<file path="src/rtl/uart_tx_fifo.sv">
// uart_tx_fifo: byte FIFO feeding an 8N1 UART transmitter (LSB first).
// The bit time is a runtime divisor latched at the start of each frame, so one
// frame always runs at a single rate. Back-to-back frames leave no idle gap.
module uart_tx_fifo #(
    parameter int unsigned FIFO_DEPTH = 4
) (
    input  logic        clock,
    input  logic        reset,
    input  logic [15:0] io_CLK_PER_BIT,
    input  logic [7:0]  io_tx_data_i,
    input  logic        io_tx_valid_i,
    output logic        io_tx_ready_o,
    output logic        io_tx_o,
    output logic        io_busy_o,
    output logic        io_frame_done_o
);

    localparam int unsigned PtrW = $clog2(FIFO_DEPTH);
    localparam int unsigned CntW = PtrW + 1;
    localparam logic [CntW-1:0] CntFull = CntW'(FIFO_DEPTH);

    typedef enum logic [1:0] {StIdle, StStart, StData, StStop} state_e;

    // FIFO storage and bookkeeping
    logic [7:0]      mem_q [FIFO_DEPTH];
    logic [PtrW-1:0] wr_ptr_q;
    logic [PtrW-1:0] rd_ptr_q;
    logic [CntW-1:0] count_q;
    logic [CntW-1:0] count_d;

    // Transmitter state
    state_e      state_q;
    logic [7:0]  shift_q;
    logic [15:0] div_q;
    logic [15:0] baud_cnt_q;
    logic [2:0]  bit_idx_q;
    logic        tx_q;
    logic        frame_done_q;

    logic        push;
    logic        pop;
    logic        last_cycle;
    logic        can_start;
    logic [15:0] baud_nxt;

    // Ready depends only on the registered count, never on a same-cycle pop.
    assign io_tx_ready_o   = (count_q != CntFull);
    assign io_tx_o         = tx_q;
    assign io_frame_done_o = frame_done_q;
    assign io_busy_o       = (state_q != StIdle) || (count_q != '0);

    // Handshake, pop decision and FIFO count update
    always_comb begin
        push       = io_tx_valid_i && io_tx_ready_o;
        baud_nxt   = baud_cnt_q + 16'd1;
        last_cycle = (baud_cnt_q == div_q - 16'd1);
        can_start  = (count_q != '0) && (io_CLK_PER_BIT != 16'd0);
        // A new frame starts from IDLE or straight out of the last stop-bit cycle.
        pop        = can_start && ((state_q == StIdle) || ((state_q == StStop) && last_cycle));
        count_d    = count_q;
        unique case ({push, pop})
            2'b10:   count_d = count_q + CntW'(1);
            2'b01:   count_d = count_q - CntW'(1);
            default: count_d = count_q;
        endcase
    end

    // FIFO pointers, count and storage writes
    always_ff @(posedge clock) begin
        if (!reset) begin
            wr_ptr_q <= '0;
            rd_ptr_q <= '0;
            count_q  <= '0;
        end else begin
            if (push) begin
                mem_q[wr_ptr_q] <= io_tx_data_i;
                wr_ptr_q        <= wr_ptr_q + PtrW'(1);
            end
            if (pop) begin
                rd_ptr_q <= rd_ptr_q + PtrW'(1);
            end
            count_q <= count_d;
        end
    end

    // Frame FSM with registered line and frame-done outputs
    always_ff @(posedge clock) begin
        if (!reset) begin
            state_q      <= StIdle;
            shift_q      <= '0;
            div_q        <= '0;
            baud_cnt_q   <= '0;
            bit_idx_q    <= '0;
            tx_q         <= 1'b1;
            frame_done_q <= 1'b0;
        end else begin
            frame_done_q <= 1'b0;
            if (pop) begin
                shift_q    <= mem_q[rd_ptr_q];
                div_q      <= io_CLK_PER_BIT;
                baud_cnt_q <= '0;
                bit_idx_q  <= '0;
                tx_q       <= 1'b0;
                state_q    <= StStart;
            end else begin
                unique case (state_q)
                    StIdle: begin
                        tx_q <= 1'b1;
                    end
                    StStart: begin
                        if (last_cycle) begin
                            baud_cnt_q <= '0;
                            tx_q       <= shift_q[0];
                            state_q    <= StData;
                        end else begin
                            baud_cnt_q <= baud_nxt;
                        end
                    end
                    StData: begin
                        if (last_cycle) begin
                            baud_cnt_q <= '0;
                            shift_q    <= shift_q >> 1;
                            if (bit_idx_q == 3'd7) begin
                                tx_q    <= 1'b1;
                                state_q <= StStop;
                                // With a one-cycle bit the first stop cycle is also the last.
                                frame_done_q <= (div_q == 16'd1);
                            end else begin
                                bit_idx_q <= bit_idx_q + 3'd1;
                                tx_q      <= shift_q[1];
                            end
                        end else begin
                            baud_cnt_q <= baud_nxt;
                        end
                    end
                    StStop: begin
                        if (last_cycle) begin
                            tx_q    <= 1'b1;
                            state_q <= StIdle;
                        end else begin
                            baud_cnt_q <= baud_nxt;
                            // Raise the pulse so it is visible during the final stop cycle.
                            frame_done_q <= (baud_nxt == div_q - 16'd1);
                        end
                    end
                    default: state_q <= StIdle;
                endcase
            end
        end
    end

endmodule

</file>
<file path="config.mk">
export PLATFORM = sky130hd
export DESIGN_NAME = uart_tx_fifo
export DESIGN_NICKNAME = d
export VERILOG_FILES = /design/src/rtl/uart_tx_fifo.sv
export SDC_FILE = /design/constraint.sdc
export NUM_CORES = 1
export LEC_CHECK = 0
export CAP_MARGIN = 10
export CORE_ASPECT_RATIO = 0.6
export CORE_MARGIN = 2
export CORE_UTILIZATION = 30
export CTS_BUF_LIST = sky130_fd_sc_hd__clkbuf_8
export DETAILED_ROUTE_END_ITERATION = 8
export PLACE_DENSITY = 0.54
export SYNTH_ARGS = -nofsm -noshare
export SYNTH_HDL_FRONTEND = slang
export SYNTH_SLANG_ARGS = --single-unit
</file>
<file path="constraint.sdc">
create_clock -name clock -period 12 [get_ports clock]
set_input_delay 1.2 -clock clock [delete_from_list [all_inputs] [get_ports clock]]
set_output_delay 1.2 -clock clock [all_outputs]
set_load 0.1 [all_outputs]
</file>
[Word level (Yosys, flattened, before mapping)]
Memories as Yosys holds them, arrays and structs flattened. A register that Yosys moved wholly into a read port is not among the register bits.
Index checks and enable logic that the tools add are counted.
Word-level totals
  register bits: 54
  bits in writable memories: 32
  input bits: 27
  output and inout bits: 4
  memories kept: 1
Memories
  mem_q: words 4, width 8, read ports 1, clocked after Yosys merged registers in 1, wr ports 1, line 25  | logic [7:0] mem_q [FIFO_DEPTH];
Cells by class
  $add $sub $neg: 7
  eq/ne operators: 19
  mux-type cells: 28
  bitwise operators: 2
  reduce and logical (&&, ||, !) cells: 24
Operators with widths (count)
  16-bit == test: 2
  16-bit 2-to-1 mux: 2
  16-bit one-hot mux with 2 select lines: 1
  8-bit 2-to-1 mux: 3
  16-bit by 1-bit adder with 16-bit output (second input constant): 1
  16-bit by 1-bit == test with 1-bit output (second input constant): 1
  16-bit nonzero test: 1
  16-bit by 1-bit subtractor with 16-bit output (second input constant): 1
  3-bit inequality test (second input constant): 5
  1-bit 2-to-1 mux: 12
  2-bit 2-to-1 mux: 6
  2-bit inequality test (second input constant): 5
  5-bit AND reduction: 2
  2-bit nonzero test: 5
  3-bit by 1-bit adder with 3-bit output (second input constant): 2
  2-bit == test (second input constant): 3
  2-bit one-hot mux with 3 select lines: 1
  3-bit one-hot mux with 2 select lines: 1
  3-bit AND reduction: 2
  3-bit nonzero test: 2
  2-bit by 1-bit adder with 2-bit output (second input constant): 2
  2-bit by 1-bit == test with 1-bit output (second input constant): 2
  1-bit logical AND: 4
  1-bit one-hot mux with 4 select lines: 1
  other kinds (9): 13

[Logic depth before layout (Yosys ltp)]
Gate-level depths: netlist of run 1.
  depth in word-level cells: 7
  depth in mapped cells: 17
  gate-level depth less buffers: 15

[Least setup slack after synthesis of run 1]
OpenSTA, ideal clock, no wires.
  path type: reg2reg
  from: register div_q[2]
  to: register count_q[2]
  library setup time: 76 ps
  data arrival time: 3771 ps
  slack: 8153 ps
  stages on the path, launching flop included: 16
  clock period less this slack: 3847 ps
  path through: dfxtp_1 -> buf_2 -> or4_4 -> or3_1 -> xnor2_1 -> nor3_2 -> o2111a_1 -> a21oi_4 -> inv_2 -> buf_2 -> ha_1 -> inv_1 -> fa_1 -> xor2_1 -> or3_1 -> a21boi_0
On the way
  word-level cells in the longest chain between the ends: 7
  elaborated cells on any way between the ends: 9
RTL lines
  start: declaration: line 34  | logic [15:0] div_q;
  start signal: assignment: line 100  | div_q <= io_CLK_PER_BIT;
  16-bit by 1-bit subtractor with 16-bit output *: line 56  | last_cycle = (baud_cnt_q == div_q - 16'd1);
  16-bit == test *: line 56
  1-bit logical AND *: line 59  | pop = can_start && ((state_q == StIdle) || ((state_q == StStop) && last_cycle));
  1-bit logical OR *: line 59
  1-bit logical AND *: line 59
  2-bit by 1-bit == test with 1-bit output or 2-bit == test (tied branches): line 61  | unique case ({push, pop})
  3-bit one-hot mux with 2 select lines or 2-bit nonzero test (tied branches)
  end signal: assignment: line 82  | count_q <= count_d;
  end: declaration: line 28  | logic [CntW-1:0] count_q;
Every way passes the cells marked *; elsewhere a longest branch is shown, timed or not.
A chain may end at the register's enable or synchronous reset.

[Worst setup path in the final report of run 1]
  from: register div_q[8]
  to: register count_q[2]
Same word-level chain as after synthesis.

==> qor.yml, run 1 <==
dpl_worst_slack_ps: 7290
drcViolationCount: 0
final.setup.tns_ps: 0
postRouteAntennaNets: 0
synth_area_um2: 4900
reg2reg_from: "div_q[8]$_SDFFE_PN0N_"
place_hpwl_mm: 9.38
ys_seq_area_share_pct: 42.4
p_leak_nw: 2.03
dieArea_um2: 17400
finalClockSkew_ps: 12.6
syn2layout_area_growth_pct: 13.5
hold_class: "reg -> reg"
fp.coreArea_um2: 16100
final-hold-violation-count: 0
syn-instance-count: 505
max_cap_violations: 0
grt_max_degree: 43
hp-start: "shift_q[7]$_SDFFE_PN0P_"
cts_tree: "built"
status: "complete, no violations"
yosys_warnings: 0
dr.pass1.iters: 5
crit_arrival_ps: 4890
ctsRootBufferMaster: "clkbuf_8"
cts_hold_buf: 0
cp_slowest_stage_delay_ps: 590
synth_ff_type: "dfxtp_1"
fillCellCount: 1623
final-setup-viol-count: 0
fin_util_pct: 34.5
viasPerCell: 5.21
clk_latency_ps: 380
routabilityCongestion: 0.871
power.density_nw_per_um2: 226
pin_count: 31
num_rows: 36
antenna_found_initial: 0
synth_edf_count: 32
routedWlPerCell_um: 17.0
mostFrequentLayoutCell: "nand2_1"
cts_sinks: 88
synth_cell_types: 64
clkTransAtPathRegs_ps: 110
cts_buffers: 9
final_cell_mix: "nand2_1 (61), dfxtp_1 (56), edfxtp_1 (32)"
slowest_stage: "or4_4"
fin_nets: 564
fmax_ghz: 0.218
timing.max_slew.rel_slack_pct: 33.2
drtIter0Drc: 307
place_area_um2: 5380
htreeDepth: 3
post-cts-setup-buffer-count: 0
min_period_ps: 4580
period_share_pct: 38.2
cp_cell_sequence: "or4_4 -> nor4_2 -> and4b_1 -> mux2i_1 -> and4_1 -> a21oi_4 -> buf_4 -> inv_2 -> ha_1 -> inv_1 -> fa_1 -> xor2_1 -> or3_1 -> a21boi_0"
async_flop_share_pct: 0
die_width_um: 169
port_buffers: 30
grt_first_pass_wirelength_mm: 20.0
grt.total_usage_pct: 15.0
drive_above_1_share_pct: 9.33
ctsLongestPathBuffers: 2
die_h_um: 103
start_kind: "flip-flop"
design_area_um2: 5570
avgSynthCellArea_um2: 9.71
wl_mm: 12.4
required_ps: 12310
path_max_fanout: 37
fin_ws_ps: 7420
num_vias: 3824
end_kind: "flip-flop"
syn_nets: 549
crit_start: "div_q[8]$_SDFFE_PN0N_"
rsz0062_at_grt: "no"
stdcell_count: 734
start_util_pct: 30.4
grt_pass1_vias: 3594
cts.repair.resized: 0
antennaDiodeCount: 0
ys_seq_elements: 88
max_slew.worst_pin.slew_ps: 999
overflow: 0
dp.cells: 718
ir_drop_v: 0.000152
drv_slew: 0
crit_type: "reg -> reg"
==> per-stage QoR <==
stage | power [mW] | hold slack, ps
2_1_floorplan | 0.894 | 446
3_3_place_gp | 1.04 | 456
3_5_place_dp | 1.05 | 467
4_1_cts | 1.26 | 481
5_1_grt | 1.34 | 521
6_report | 1.26 | 488
==> where the power goes <==
| group | total [mW] | internal, mW | switching (mW) |
|---|---|---|---|
| Clock | 0.210 | 0.0819 | 0.128 |
| Sequential | 0.418 | 0.358 | 0.0606 |
| Combinational | 0.629 | 0.249 | 0.381 |
==> worst paths after layout <==
check	endpoint	slack, ps	depth (start not counted)
worst min-delay path	shift_q[7]$_SDFFE_PN0P_	490	2
worst max-delay path	count_q[2]$_SDFFE_PN0P_	7420	14
worst min register to register	shift_q[7]$_SDFFE_PN0P_	490	2
worst max register to register	count_q[2]$_SDFFE_PN0P_	7420	14
==> critical path, delay by kind of cell (launching register included) <==
kind / cells / cell delay, ps
mux: 1 / 360
buf+inv: 3 / 650
xor+xnor: 1 / 170
simple gates: 5 / 2040
compound gates: 2 / 260
fa+ha+maj: 2 / 640
flops: 1 / 380
==> flip-flops by register name, indices dropped and copies added (netlist names), named ones only <==
register	flops
mem_q	32
baud_cnt_q	16
div_q	16
shift_q	8
bit_idx_q	3
count_q	3
rd_ptr_q	2
state_q	2
wr_ptr_q	2
io_frame_done_o	1
io_tx_o	1
==> per-layer routing <==
layer / global-route usage (%) / part of all wire, %
met2: 20.1 / 39
met4: 3.62 / 0.96
met3: 3.42 / 5.9
met5: 0 / 0
met1: 23.7 / 55
==> final cells by class <==
class,instances,area (um2),share of cell area [%]
clock buffers,9,124,2.22
repair buffers,34,330,5.93
multi-input cells,369,2630,47.3
clock inverters,7,70.1,1.26
inverters,18,67.6,1.21
flip-flops and latches,88,2080,37.4
well taps,209,262,4.70
==> synthesized netlist by cell type (7+ instances only) <==
master | number | share of area [%]
xnor2_1 | 31 | 5.5
and2_1 | 8 | 1.0
nand3_1 | 10 | 1.0
and3_1 | 14 | 1.8
o21ai_0 | 13 | 1.3
mux4_2 | 8 | 3.7
edfxtp_1 | 32 | 20
mux2i_1 | 14 | 2.9
ha_1 | 16 | 4.1
dfxtp_1 | 56 | 23
a21oi_1 | 24 | 2.4
clkbuf_1 | 21 | 1.6
nand2_1 | 61 | 4.7
nor3_1 | 12 | 1.2
a21boi_1 | 17 | 2.6
or3_1 | 8 | 1.0
nor2_1 | 28 | 2.1
xor2_1 | 17 | 3.0
nand4_1 | 7 | 0.89
inv_1 | 17 | 1.3
==> cell families (layout without fill, tap and decap cells) <==
group | count (synthesis) | after routing | share of synthesized area, %
xor gates and xnor gates | 48 | 48 | 8.57
adders and majority gates | 17 | 17 | 4.49
AOI/OAI and AO/OA | 93 | 93 | 12.9
buffers and inverters | 48 | 68 | 3.95
DFF | 88 | 88 | 42.4
muxes | 24 | 24 | 6.99
and+or+nand+nor | 187 | 187 | 20.6
Note: power is estimated with default switching activity, not from simulation.
==> inputs of run 2 (changes only) <==
clock period = 4.6 ns   (was 12 ns; I/O delays follow)
==> qor.yml, run 2 (synthesis results as in run 1) <==
pin_count: 31  # unchanged
share_comb_of_total_power_pct: 50.1  # about the same
overflow: 0  # unchanged
cp_cell_sequence: "inv_1 -> ha_1 -> nor3b_1 -> buf_4 -> nand4_1 -> xnor2_1 -> a2111oi_2 -> and4_1 -> a21oi_4 -> inv_2 -> ha_1 -> inv_1 -> fa_1 -> xor2_1 -> or3_1 -> a21boi_0"
cts.repair.resized: 0  # unchanged
path_max_fanout: 6  # -84%
post-cts-setup-buffer-count: 0  # unchanged
cts_hold_buf: 0  # unchanged
grt_max_degree: 37  # -14%
largest_reg_flops: 32  # unchanged
cts_sinks: 88  # unchanged
rrSetupSlack_ps: 710  # -6700 ps
drcViolationCount: 0  # unchanged
port_buffers: 30  # unchanged
antennaDiodeCount: 0  # unchanged
crit_family: "simple AND/OR/NAND/NOR gates"
power.density_nw_per_um2: 585  # +160%
rsz0062_at_grt: "no"
cts_tree: "built"
final.setup.tns_ps: 0  # unchanged
die_h_um: 103  # unchanged
p_leak_nw: 2.04  # +0.67%
grt.total_usage_pct: 14.2  # -0.79 points
period_share_pct: 84.5  # +46 points
final_cell_mix: "nand2_1 (61), dfxtp_1 (56), edfxtp_1 (32)"
design_area_um2: 5600  # +0.47%
clkPwrFrac_pct: 16.7  # about the same
start_kind: "flip-flop"
routabilityCongestion: 0.881  # +1.1%
place_hpwl_mm: 9.06  # -3.4%
dieArea_um2: 17400  # unchanged
seq_area_um2: 2080  # unchanged
max_slew.worst_pin.slew_ps: 981  # -18.3 ps
htreeDepth: 3  # unchanged
final-hold-violation-count: 0  # unchanged
fmax_ghz: 0.257  # +18%
hold_class: "reg -> reg"
wl_mm: 11.8  # -5.4%
multi_input_area_um2: 2630  # unchanged
grt_first_pass_wirelength_mm: 19.2  # -4.0%
fillCellCount: 1638  # +0.92%
timing.max_slew.rel_slack_pct: 34.4  # +1.2 points
postRouteAntennaNets: 0  # unchanged
crit_type: "reg -> reg"
power.internal_mw: 1.81  # +160%
mostFrequentLayoutCell: "nand2_1"
antenna_found_initial: 0  # unchanged
place_area_um2: 5390  # +0.28%
end_kind: "flip-flop"
status: "complete, no violations"
ctsLongestPathBuffers: 2  # unchanged
cp_slowest_stage_delay_ps: 490  # -100 ps
drv_slew: 0  # unchanged
num_vias: 3748  # -2.0%
required_ps: 4900  # -7410 ps
cts_buffers: 9  # unchanged
pwr-share-seq_pct: 33.2  # about the same
start_util_pct: 30.4  # unchanged
routedWlPerCell_um: 16.0  # -5.6%
switching_share_pct: 44.6  # -0.62 points
p_switching_mw: 1.46  # +160%
ctsRootBufferMaster: "clkbuf_8"
fp.coreArea_um2: 16100  # unchanged
viasPerCell: 5.09  # -2.3%
largestRegisters: "mem_q x32, baud_cnt_q x16, div_q x16"
crit_arrival_ps: 4180  # -710 ps
num_rows: 36  # unchanged
drive_above_1_share_pct: 9.68  # +0.34 points
dr.pass1.iters: 4  # -1
finalClockSkew_ps: 11.5  # -1.16 ps
syn2layout_area_growth_pct: 14.1
clkTransAtPathRegs_ps: 110  # about the same
clk_latency_ps: 370  # about the same
slowest_stage: "and4_1"
regMostFlops: "mem_q"
fin_nets: 566  # +0.35%
min_period_ps: 3890  # -697 ps
die_width_um: 169  # unchanged
critPathBufInv: 4  # +1
max_cap_violations: 0  # unchanged
drtIter0Drc: 231  # -25%
grt_pass1_vias: 3632  # +1.1%
final-setup-viol-count: 0  # unchanged
ir_drop_v: 0.000477  # +210%
==> run 2: final timing paths <==
kind,cells after the start,startpoint,to
setup reg to reg,16,div_q[0]$_SDFFE_PN0N_,count_q[2]$_SDFFE_PN0P_
hold reg to reg,2,rd_ptr_q[1]$_SDFFE_PN0N_,rd_ptr_q[1]$_SDFFE_PN0N_
hold / removal,2,rd_ptr_q[1]$_SDFFE_PN0N_,rd_ptr_q[1]$_SDFFE_PN0N_
setup / recovery,16,div_q[0]$_SDFFE_PN0N_,count_q[2]$_SDFFE_PN0P_
==> run 2: metal layers <==
layer  wire length (um)  GRT usage (%)  vias to the layer above  part of all wire, %
met5                  0              0                        -                    0
met2               4810           20.9                       80                   41
li1                   -              -                     1839                    -
met4                 89           3.22                        0                 0.76
met1               6310           21.6                     1818                   54
met3                560           2.46                       11                  4.8
==> run 2: final cells by class <==
class / instances / area share [%]
clock buffers: 9 / 2.21
clock inverters: 7 / 1.45
inverters: 18 / 1.21
multi-input cells: 369 / 47.1
flip-flops and latches: 88 / 37.2
well taps: 209 / 4.67
repair buffers: 36 / 6.17
==> run 2: power groups by stage <==
stage / clock, mW / sequential [mW] / combinational [mW]
after floorplan: 0 / 1.06 / 1.28
after global placement: 0 / 1.10 / 1.60
after detailed placement: 0 / 1.11 / 1.62
after CTS: 0.564 / 1.09 / 1.63
after global routing: 0.599 / 1.11 / 1.80
final: 0.548 / 1.09 / 1.64
==> run 2: worst reg2reg max path, stage by stage, from the launching register on <==
cell and delay (ps):
dfxtp_1 380, inv_1 140, ha_1 290, nor3b_1 220, buf_4 180, nand4_1 170
xnor2_1 200, a2111oi_2 350, and4_1 490, a21oi_4 110, inv_2 80, ha_1 180
inv_1 60, fa_1 380, xor2_1 160, or3_1 290, a21boi_0 170
==> run 2: through the flow <==
step / power [mW] / utilization, % / hold WS [ps] / std cells / worst slack, ps
4_1_cts: 3.28 / 34.7 / 502 / 736 / 756
5_1_grt: 3.51 / 34.7 / 516 / 736 / 436
6_report: 3.27 / 34.7 / 493 / 736 / 715
3_3_place_gp: 2.70 / 33.4 / 464 / 720 / 870
3_5_place_dp: 2.72 / 33.4 / 483 / 720 / 813
2_1_floorplan: 2.33 / - / 446 / 505 / 753
